`src/rtl/config.svh`:
```
// Global display widths shared by the VGA path.
`ifndef CONFIG_SVH
`define CONFIG_SVH
`define X_POS_W 10
`define Y_POS_W 10
`define VGA_RGB_W 12
`endif

```
`src/rtl/sprite_pkg.sv`:
```
// Shared sprite types, widths and the lowest-index priority encoder.
`include "config.svh"

package sprite_pkg;

  localparam int unsigned XPosW         = `X_POS_W;
  localparam int unsigned YPosW         = `Y_POS_W;
  localparam int unsigned RgbW          = `VGA_RGB_W;
  localparam int unsigned SizeWMax      = 16;
  localparam int unsigned N_SPRITES_MAX = 8;
  localparam int unsigned IdxW          = $clog2(N_SPRITES_MAX);

  typedef struct packed {
    logic [XPosW-1:0]    x;
    logic [YPosW-1:0]    y;
    logic [SizeWMax-1:0] w;
    logic [SizeWMax-1:0] h;
    logic [RgbW-1:0]     rgb;
    logic                en;
  } sprite_t;

  typedef struct packed {
    logic [IdxW-1:0] idx;
    logic            found;
  } prio_t;

  // Scan high to low so the lowest set bit is the last one written.
  function automatic prio_t prio_encode(input logic [N_SPRITES_MAX-1:0] vec);
    prio_t res;
    res = '0;
    for (int i = N_SPRITES_MAX - 1; i >= 0; i--) begin
      if (vec[i]) begin
        res.idx   = IdxW'(i);
        res.found = 1'b1;
      end
    end
    return res;
  endfunction

endpackage

```
`src/rtl/sprite_hit.sv`:
```
// One sprite: frame-shadowed attributes and a registered coverage bit for the current pixel.
`include "config.svh"

module sprite_hit
  import sprite_pkg::*;
(
  input  logic             clk_i,
  input  logic             rst_i,
  input  logic             frame_start_i,
  input  sprite_t          sprite_i,
  input  logic             pixel_valid_i,
  input  logic [XPosW-1:0] pixel_x_i,
  input  logic [YPosW-1:0] pixel_y_i,
  output logic             hit_o,
  output logic [RgbW-1:0]  rgb_o
);

  localparam int unsigned XSumW = ((XPosW > SizeWMax) ? XPosW : SizeWMax) + 1;
  localparam int unsigned YSumW = ((YPosW > SizeWMax) ? YPosW : SizeWMax) + 1;

  sprite_t          shadow_d, shadow_q;
  logic             hit_d, hit_q;
  logic [XSumW-1:0] x_end;
  logic [YSumW-1:0] y_end;
  logic             in_x, in_y;

  always_comb begin
    shadow_d = frame_start_i ? sprite_i : shadow_q;
    // Extra sum bit keeps sprites near the right/bottom edge from wrapping to 0.
    x_end = XSumW'(shadow_q.x) + XSumW'(shadow_q.w);
    y_end = YSumW'(shadow_q.y) + YSumW'(shadow_q.h);
    in_x  = (pixel_x_i >= shadow_q.x) && (XSumW'(pixel_x_i) < x_end);
    in_y  = (pixel_y_i >= shadow_q.y) && (YSumW'(pixel_y_i) < y_end);
    hit_d = pixel_valid_i & shadow_q.en & in_x & in_y;
  end

  always_ff @(posedge clk_i) begin
    if (rst_i) begin
      shadow_q <= '0;
      hit_q    <= 1'b0;
    end else begin
      shadow_q <= shadow_d;
      hit_q    <= hit_d;
    end
  end

  assign hit_o = hit_q;
  assign rgb_o = shadow_q.rgb;

endmodule

```
`src/rtl/sprite_compositor.sv`:
```
// Multi-sprite compositor: 2-stage hit/priority pipeline plus per-frame overlap flags.
`include "config.svh"

module sprite_compositor
  import sprite_pkg::*;
#(
  parameter int unsigned N_SPRITES = 3,
  parameter int unsigned SIZE_W    = 8
) (
  input  logic                              clk_i,
  input  logic                              rst_i,
  input  logic                              frame_start_i,
  input  logic                              pixel_valid_i,
  input  logic [`X_POS_W-1:0]               pixel_x_i,
  input  logic [`Y_POS_W-1:0]               pixel_y_i,
  input  logic [N_SPRITES*`X_POS_W-1:0]     pos_x_i,
  input  logic [N_SPRITES*`Y_POS_W-1:0]     pos_y_i,
  input  logic [N_SPRITES*SIZE_W-1:0]       size_w_i,
  input  logic [N_SPRITES*SIZE_W-1:0]       size_h_i,
  input  logic [N_SPRITES*`VGA_RGB_W-1:0]   color_i,
  input  logic [N_SPRITES-1:0]              enable_i,
  input  logic [`VGA_RGB_W-1:0]             bg_rgb_i,
  output logic [`VGA_RGB_W-1:0]             vga_rgb_o,
  output logic                              pixel_valid_o,
  output logic                              on_sprite_o,
  output logic [$clog2(N_SPRITES)-1:0]      hit_id_o,
  output logic [N_SPRITES-1:0]              collide_o,
  output logic                              collide_valid_o
);

  localparam int unsigned IdW = $clog2(N_SPRITES);

  logic [N_SPRITES-1:0] hit_vec;
  logic [RgbW-1:0]      shadow_rgb [N_SPRITES];

  for (genvar k = 0; k < N_SPRITES; k++) begin : g_sprite
    sprite_t spr;
    assign spr = '{
      x:   pos_x_i[k*XPosW +: XPosW],
      y:   pos_y_i[k*YPosW +: YPosW],
      w:   SizeWMax'(size_w_i[k*SIZE_W +: SIZE_W]),
      h:   SizeWMax'(size_h_i[k*SIZE_W +: SIZE_W]),
      rgb: color_i[k*RgbW +: RgbW],
      en:  enable_i[k]
    };

    sprite_hit u_hit (
      .clk_i         (clk_i),
      .rst_i         (rst_i),
      .frame_start_i (frame_start_i),
      .sprite_i      (spr),
      .pixel_valid_i (pixel_valid_i),
      .pixel_x_i     (pixel_x_i),
      .pixel_y_i     (pixel_y_i),
      .hit_o         (hit_vec[k]),
      .rgb_o         (shadow_rgb[k])
    );
  end

  logic                 valid1_d, valid1_q;
  logic [RgbW-1:0]      bg1_d, bg1_q;
  logic [RgbW-1:0]      rgb_d, rgb_q;
  logic                 valid2_d, valid2_q;
  logic                 on_d, on_q;
  logic [IdW-1:0]       id_d, id_q;
  logic [N_SPRITES-1:0] acc_d, acc_q;
  logic [N_SPRITES-1:0] collide_d, collide_q;
  logic                 cvalid_d, cvalid_q;
  logic [N_SPRITES-1:0] contrib;
  prio_t                pe;
  logic [IdW-1:0]       win_id;

  always_comb begin
    valid1_d = pixel_valid_i;
    bg1_d    = bg_rgb_i;

    pe       = prio_encode(N_SPRITES_MAX'(hit_vec));
    win_id   = IdW'(pe.idx);
    valid2_d = valid1_q;
    rgb_d    = '0;
    on_d     = 1'b0;
    id_d     = '0;
    if (valid1_q) begin
      rgb_d = pe.found ? shadow_rgb[win_id] : bg1_q;
      on_d  = pe.found;
      id_d  = pe.found ? win_id : '0;
    end

    // Two or more bits set <=> clearing the lowest set bit leaves something.
    contrib   = (|(hit_vec & (hit_vec - N_SPRITES'(1)))) ? hit_vec : '0;
    acc_d     = acc_q | contrib;
    collide_d = collide_q;
    cvalid_d  = 1'b0;
    if (frame_start_i) begin
      collide_d = acc_q | contrib;
      cvalid_d  = 1'b1;
      acc_d     = '0;
    end
  end

  always_ff @(posedge clk_i) begin
    if (rst_i) begin
      valid1_q  <= 1'b0;
      bg1_q     <= '0;
      rgb_q     <= '0;
      valid2_q  <= 1'b0;
      on_q      <= 1'b0;
      id_q      <= '0;
      acc_q     <= '0;
      collide_q <= '0;
      cvalid_q  <= 1'b0;
    end else begin
      valid1_q  <= valid1_d;
      bg1_q     <= bg1_d;
      rgb_q     <= rgb_d;
      valid2_q  <= valid2_d;
      on_q      <= on_d;
      id_q      <= id_d;
      acc_q     <= acc_d;
      collide_q <= collide_d;
      cvalid_q  <= cvalid_d;
    end
  end

  assign vga_rgb_o       = rgb_q;
  assign pixel_valid_o   = valid2_q;
  assign on_sprite_o     = on_q;
  assign hit_id_o        = id_q;
  assign collide_o       = collide_q;
  assign collide_valid_o = cvalid_q;

endmodule

```
`config.mk`:
```
export PLATFORM = sky130hd
export DESIGN_NAME = sprite_compositor
export DESIGN_NICKNAME = d
export VERILOG_FILES = /design/src/rtl/sprite_pkg.sv /design/src/rtl/sprite_hit.sv /design/src/rtl/sprite_compositor.sv
export VERILOG_INCLUDE_DIRS = /design/src /design/src/rtl
export SDC_FILE = /design/constraint.sdc
export NUM_CORES = 1
export LEC_CHECK = 0
export CELL_PAD_IN_SITES_DETAIL_PLACEMENT = 2
export CELL_PAD_IN_SITES_GLOBAL_PLACEMENT = 2
export CORE_UTILIZATION = 35
export DETAILED_ROUTE_END_ITERATION = 16
export PLACE_DENSITY = 0.83
export SETUP_SLACK_MARGIN = 0.1
export SYNTH_ARGS = -nofsm -noshare
export SYNTH_HDL_FRONTEND = slang
export SYNTH_SLANG_ARGS = --single-unit
export TNS_END_PERCENT = 1
```
`constraint.sdc`:
```
create_clock -name clk_i -period 5.6 [get_ports clk_i]
set_input_delay 0.56 -clock clk_i [delete_from_list [all_inputs] [get_ports clk_i]]
set_output_delay 0.56 -clock clk_i [all_outputs]
set_load 0.01 [all_outputs]
```
Word-level counts from Yosys, hierarchy flattened --
Index checks and enable logic that the tools add are counted.
Cells by class: add/sub/neg operators 7, magnitude comparators 13, mux-type cells 9, bitwise operators 14, reduce and logical (&&, ||, !) cells 10
Operators by type and width (count):
- $lt 10x17->1 | 6
- $add 10x8->11 | 6
- $ge 10x10->1 | 6
- $mux 12 | 3
- $bmux 12 s2 | 1
- $mux 3 | 4
- $and 1x1->1 | 9
- $logic_and 1x1->1 | 6
- $reduce_or 3->1 | 2
- $reduce_or 2->1 | 2
- $and 3x3->3 | 1
- $ge 3x3->1 const B | 1
- $not 2->3 | 1
- $or 3x3->3 | 1
- $sub 3x1->3 const B | 1
- $not 1->1 | 2
- $mux 1 | 1
Word-level totals: flip-flop bits (word level) 186, output and inout bits 20

Longest topological paths before layout --
word-level depth 8, gate-level depth with buffers 14

Cells and area by module --
Synthesis repeated with hierarchy kept, for this count alone.
Second synthesis, totals: cell total of the unflattened synthesis 1620, area, all modules 14692.8 um^2
Modules (own cells, without submodules):
- sprite_hit at g_sprite[1].u_hit ... | instances 2, cells an instance 501, area each 4386.7 um^2, sequential area each 1321.3 um^2
- sprite_hit at g_sprite[0].u_hit | instances 1, cells an instance 494, area each 4431.8 um^2, sequential area each 1321.3 um^2
- sprite_compositor | instances 1, cells an instance 124, area each 1487.7 um^2, sequential area each 720.7 um^2

Worst setup path after synthesis --
No wires, ideal clock.
path kind reg-to-reg, from register g_sprite[1].u_hit.shadow_q[13] (netlist name), to register g_sprite[1].u_hit.hit_q, arrival 2.736 ns, setup slack 2.760 ns, cell stages (with the launch flop) 14, path buffers 0, path through dfxtp_1 -> ha_1 -> fa_1 -> a21oi_1 -> o211ai_2 -> nor4_1 -> nor3_2 -> xnor2_1 -> ha_1 -> a21oi_1 -> o21ai_0 -> a221oi_1 -> a31oi_1 -> a2111oi_2
Between the ends: cells in the longest elaborated chain, start to end 4
RTL lines:
- from (decl) | line sprite_hit.sv:21 | sprite_t shadow_d, shadow_q;
- from (signal assigned) | line sprite_hit.sv:42 | shadow_q <= shadow_d;
- $add 10x8->11 | line sprite_hit.sv:31 | y_end = YSumW'(shadow_q.y) + YSumW'(shadow_q.h);
- $lt 10x17->1 | line sprite_hit.sv:33 | in_y = (pixel_y_i >= shadow_q.y) && (YSumW'(pixel_y_i) < y_end);
- $logic_and 1x1->1 | line sprite_hit.sv:33
- $and 1x1->1 | line sprite_hit.sv:34 | hit_d = pixel_valid_i & shadow_q.en & in_x & in_y;
- to (signal assigned) | line sprite_hit.sv:43 | hit_q <= hit_d;
- to (decl) | line sprite_hit.sv:22 | logic hit_d, hit_q;
Every way passes these cells. A chain may end at the register's enable or synchronous reset.

Worst setup path in the final report --
from register g_sprite[1].u_hit.shadow_q[45] (netlist name), to register g_sprite[1].u_hit.hit_q
Between the ends: cells in the longest elaborated chain, start to end 4, elaborated cells on any way between the ends 5
RTL lines (line):
- $add 10x8->11 | sprite_hit.sv:31
- $lt 10x17->1 | sprite_hit.sv:33
- $logic_and 1x1->1 * | sprite_hit.sv:33
- $and 1x1->1 * | sprite_hit.sv:34
Mark *: on every way between the ends. The rest lies on a longest branch, timed or not.

==> summary.md <==
| Metric | Value |
|---|---|
| #FFs+latches synth | 186 |
| Final setup violation count | 0 |
| Register area share after synthesis | 0.3327 |
| CP endpoint kind | flip-flop |
| Initial DRC count | 255 |
| Seq pwr share | 0.409 |
| Post-synth top area share | 0.3327 |
| Clock-pin slew on the worst setup and hold paths | 0.07 ns |
| Avg Cell Area, Syn | 9.055 um2 |
| Critical Path RT | 5.96 ns |
| Row count | 65 |
| IO Count | 203 |
| Die height | 180.8 um |
| Commonest cells in the netlist | nor2_1 (220), dfxtp_1 (186), ha_1 (162), mux2i_1 (159), a21oi_1 (77) |
| Family with the most delay on the worst path | compound AO/OA/AOI/OAI gates |
| Top_reg_cell synth | dfxtp_1 |
| RSZ-0062 raised after global routing | false |
| Max Root-Sink Buffers | 2 |
| Top-count cell post-synth | nor2_1 |
| Crit path buf inv count | 0 |
| Initial Util | 0.3556 |
| Mapped Nets | 1587 |
| Clock Skew | 0.008625 ns |
| Sw frac | 0.2870 |
| Via count | 9587 |
| Distinct cells, synth | 47 |
| Ys async rst share | 0 |
| Fin Setup TNS | 0 ns |
| CTS tree | done |
| Leak | 0.006157 uW |
| First-pass GRT wire length | 58.02 mm |
| Status | completed |
| Layout cell share with drive strength beyond 1 | 0.03224 |
| Die width | 180.8 um |
| Clock Sinks | 186 |
| GRT Total Usage | 0.2290 |
| Area Overhead vs Synth | 27.07% |
| Worst Max-Slew Pin Slew | 1.010 ns |
| Synth area leader | dfxtp_1 |
| Crit path max fanout | 3 |
| Post-CTS setup buffers | 0 |
| Worst VDD drop | 0.2147 mV |
| Port-buffer cells | 202 |
| Mapped Cells | 1236 |
| Largest stage delay on the critical path | 0.42 ns |
| Worst Path Arrival | 3.67 ns |
| Pwr/cell area | 248.9 mW/mm2 |
| Crit path launch type | flip-flop |
| Number of synthesized flops with an enable pin | 0 |
| Vias per std cell | 5.219 |
| Register Area | 0.003724 mm2 |
| Crit path launch | g_sprite[1].u_hit.shadow_q[45]$_SDFFE_PP0P_ |
| Grt ovf | 0 |
| Reg2reg start | g_sprite[1].u_hit.shadow_q[45]$_SDFFE_PP0P_ |
| P_sw | 1016 uW |
| Core Footprint | 0.03147 mm2 |
| Hold slack | 0.4779 ns |
| Worst path cell trace | ha_1 > fa_1 > a21oi_1 > o211ai_2 > nor4_1 > nor3_2 > xnor2_1 > ha_1 > a21oi_1 > o21ai_0 > a221oi_1 > a31oi_1 > a2111oi_2 |
| Max-capacitance violation count | 0 |
| HP Start | g_sprite[2].u_hit.shadow_q[0]$_SDFFE_PP0P_ |
| Final hold viol count | 0 |
| # H-tree levels | 4 |
| Clock power share | 0.378 |
| Synth top area cells | dfxtp_1 (33%), ha_1 (18%), mux2i_1 (14%), nor2_1 (7.4%), a21oi_1 (3.4%) |
| Crit share post-route | 0.5914 |
| Pins over their slew limit | 0 |
| Minimum clock period | 3.312 ns |
| Nets | 1765 |
| # hold bufs at CTS | 0 |
| First-pass DRT Iterations | 5 |
| DRT antenna net count | 0 |
| Routability cong. | 0.8213 |
| HP Class | reg2reg |
| Total CTS buffers | 17 |
| Largest net degree at the start of global routing | 92 |
| Fmax | 301.9 MHz |
| Critical path class | reg2reg |
| Routed wire length | 36.15 mm |
| Overall power | 3539 uW |
| Drt drc | 0 |
| Root buffer cell | clkbuf_16 |
| # resized after CTS | 0 |
| Post-DP HPWL | 27.81 mm |
| Fillers | 3340 |
| Slowest library cell on the worst path | fa_1 |
| Multi-input logic area | 0.007000 mm2 |
| P_int | 2523 uW |
| Combinational Power Share | 0.213 |
| Yosys warns | 0 |
| Antenna violations before repair | 13 |
| Synth Cell Area | 0.01119 mm2 |
| Max_slew headroom | 0.3255 |
| Die area | 0.03270 mm2 |
| Clk_lat worst skew | 0.47 ns |
| WL per Instance | 19.68 um |
| Vias in the first global route | 10772 |
-- cell type report --
cell class / instances / area share
clock inverter: 14 / 0.01469
clock buffer: 18 / 0.03018
sequential: 186 / 0.2618
inverter: 72 / 0.01900
antenna: 8 / 0.001408
multi-input combinational: 931 / 0.4923
timing repair buffer: 206 / 0.1453
tap: 402 / 0.03537
-- path summary, 6_finish.rpt --
path	endpoint	slack, ns	cells past startpoint
worst max-delay path	g_sprite[1].u_hit.hit_o$_SDFF_PP0_	2.29	13
worst min-delay path	g_sprite[2].u_hit.hit_o$_SDFF_PP0_	0.48	2
worst max register to register	g_sprite[1].u_hit.hit_o$_SDFF_PP0_	2.29	13
worst min register to register	g_sprite[2].u_hit.hit_o$_SDFF_PP0_	0.48	2
-- through the flow --
step           utilization  area [um2]  std cells  setup WS, ns
2_1_floorplan            -       11190       1236         2.760
3_3_place_gp        0.4309       13560       1797         2.574
3_5_place_dp        0.4309       13560       1797         2.411
4_1_cts             0.4512       14200       1829         2.261
5_1_grt             0.4515       14210       1833         2.027
6_report            0.4518       14220       1837         2.288
-- worst reg2reg max path: stages (launching register included) --
cell and delay [ns]:
dfxtp_1 0.35, ha_1 0.24, fa_1 0.42, a21oi_1 0.23, o211ai_2 0.13, nor4_1 0.25, nor3_2 0.11, xnor2_1 0.20
ha_1 0.28, a21oi_1 0.15, o21ai_0 0.11, a221oi_1 0.33, a31oi_1 0.10, a2111oi_2 0.33
-- power by group through the flow --
stage          Clock (uW)  Sequential (uW)  Combinational, uW
6_report             1340             1450                752
5_1_grt              1420             1460                845
4_1_cts              1380             1450                764
3_5_place_dp            0             1480                750
3_3_place_gp            0             1470                705
2_1_floorplan           0             1460                447
-- cell usage in the layout (no fill, tap or decap), types with 4 or more instances in the layout --
cell	synthesis	final
o211ai_1	8	8
mux2i_1	159	159
nor3_1	25	25
dfxtp_1	186	186
inv_6	0	4
a21oi_1	77	77
nand2_1	31	31
nand4_1	7	7
and3_1	5	5
inv_1	72	72
diode_2	0	8
xnor2_1	22	22
o21ai_0	29	29
nand2b_1	10	10
ha_1	162	162
o2111ai_1	5	5
nor2b_1	29	29
o21ai_1	7	7
o41ai_1	4	4
a31oi_1	14	14
xor2_1	22	22
a211oi_1	7	7
fa_1	6	6
clkdlybuf4s50_1	0	200
a311oi_1	4	4
buf_4	0	4
o21bai_1	5	5
a21o_1	18	18
o21a_1	9	9
clkbuf_16	0	17
nor2_1	220	220
bufinv_16	0	4
and2_1	4	4
nand3_1	16	16
-- cell families after synthesis --
| group | after synthesis | share of synthesized area |
|---|---|---|
| xor+xnor | 44 | 0.03443 |
| mux | 159 | 0.1422 |
| compound gates | 204 | 0.1176 |
| fa+ha+maj | 168 | 0.1918 |
| simple gates | 356 | 0.1394 |
| buf+inv | 119 | 0.04181 |
| flops | 186 | 0.3327 |
-- state kept, by name, summed over array words and instances (netlist names), 2 cells and up --
name	cells
acc_q	3
g_sprite.u_hit.rgb_o	36
g_sprite.u_hit.shadow_q	111
vga_rgb_o	12
hit_id_o	2
g_sprite.u_hit.hit_o	3
bg1_q	12
collide_o	3
-- layer usage --
| metal | vias to the layer above | wire length, um | GRT usage |
|---|---|---|---|
| met5 | - | 48 | 0 |
| met4 | 8 | 825 | 0.07829 |
| met3 | 59 | 1353 | 0.05261 |
| met2 | 149 | 18100 | 0.4054 |
| met1 | 4686 | 15820 | 0.2699 |
| li1 | 4685 | - | - |
Note: power is estimated with default switching activity, not from simulation.
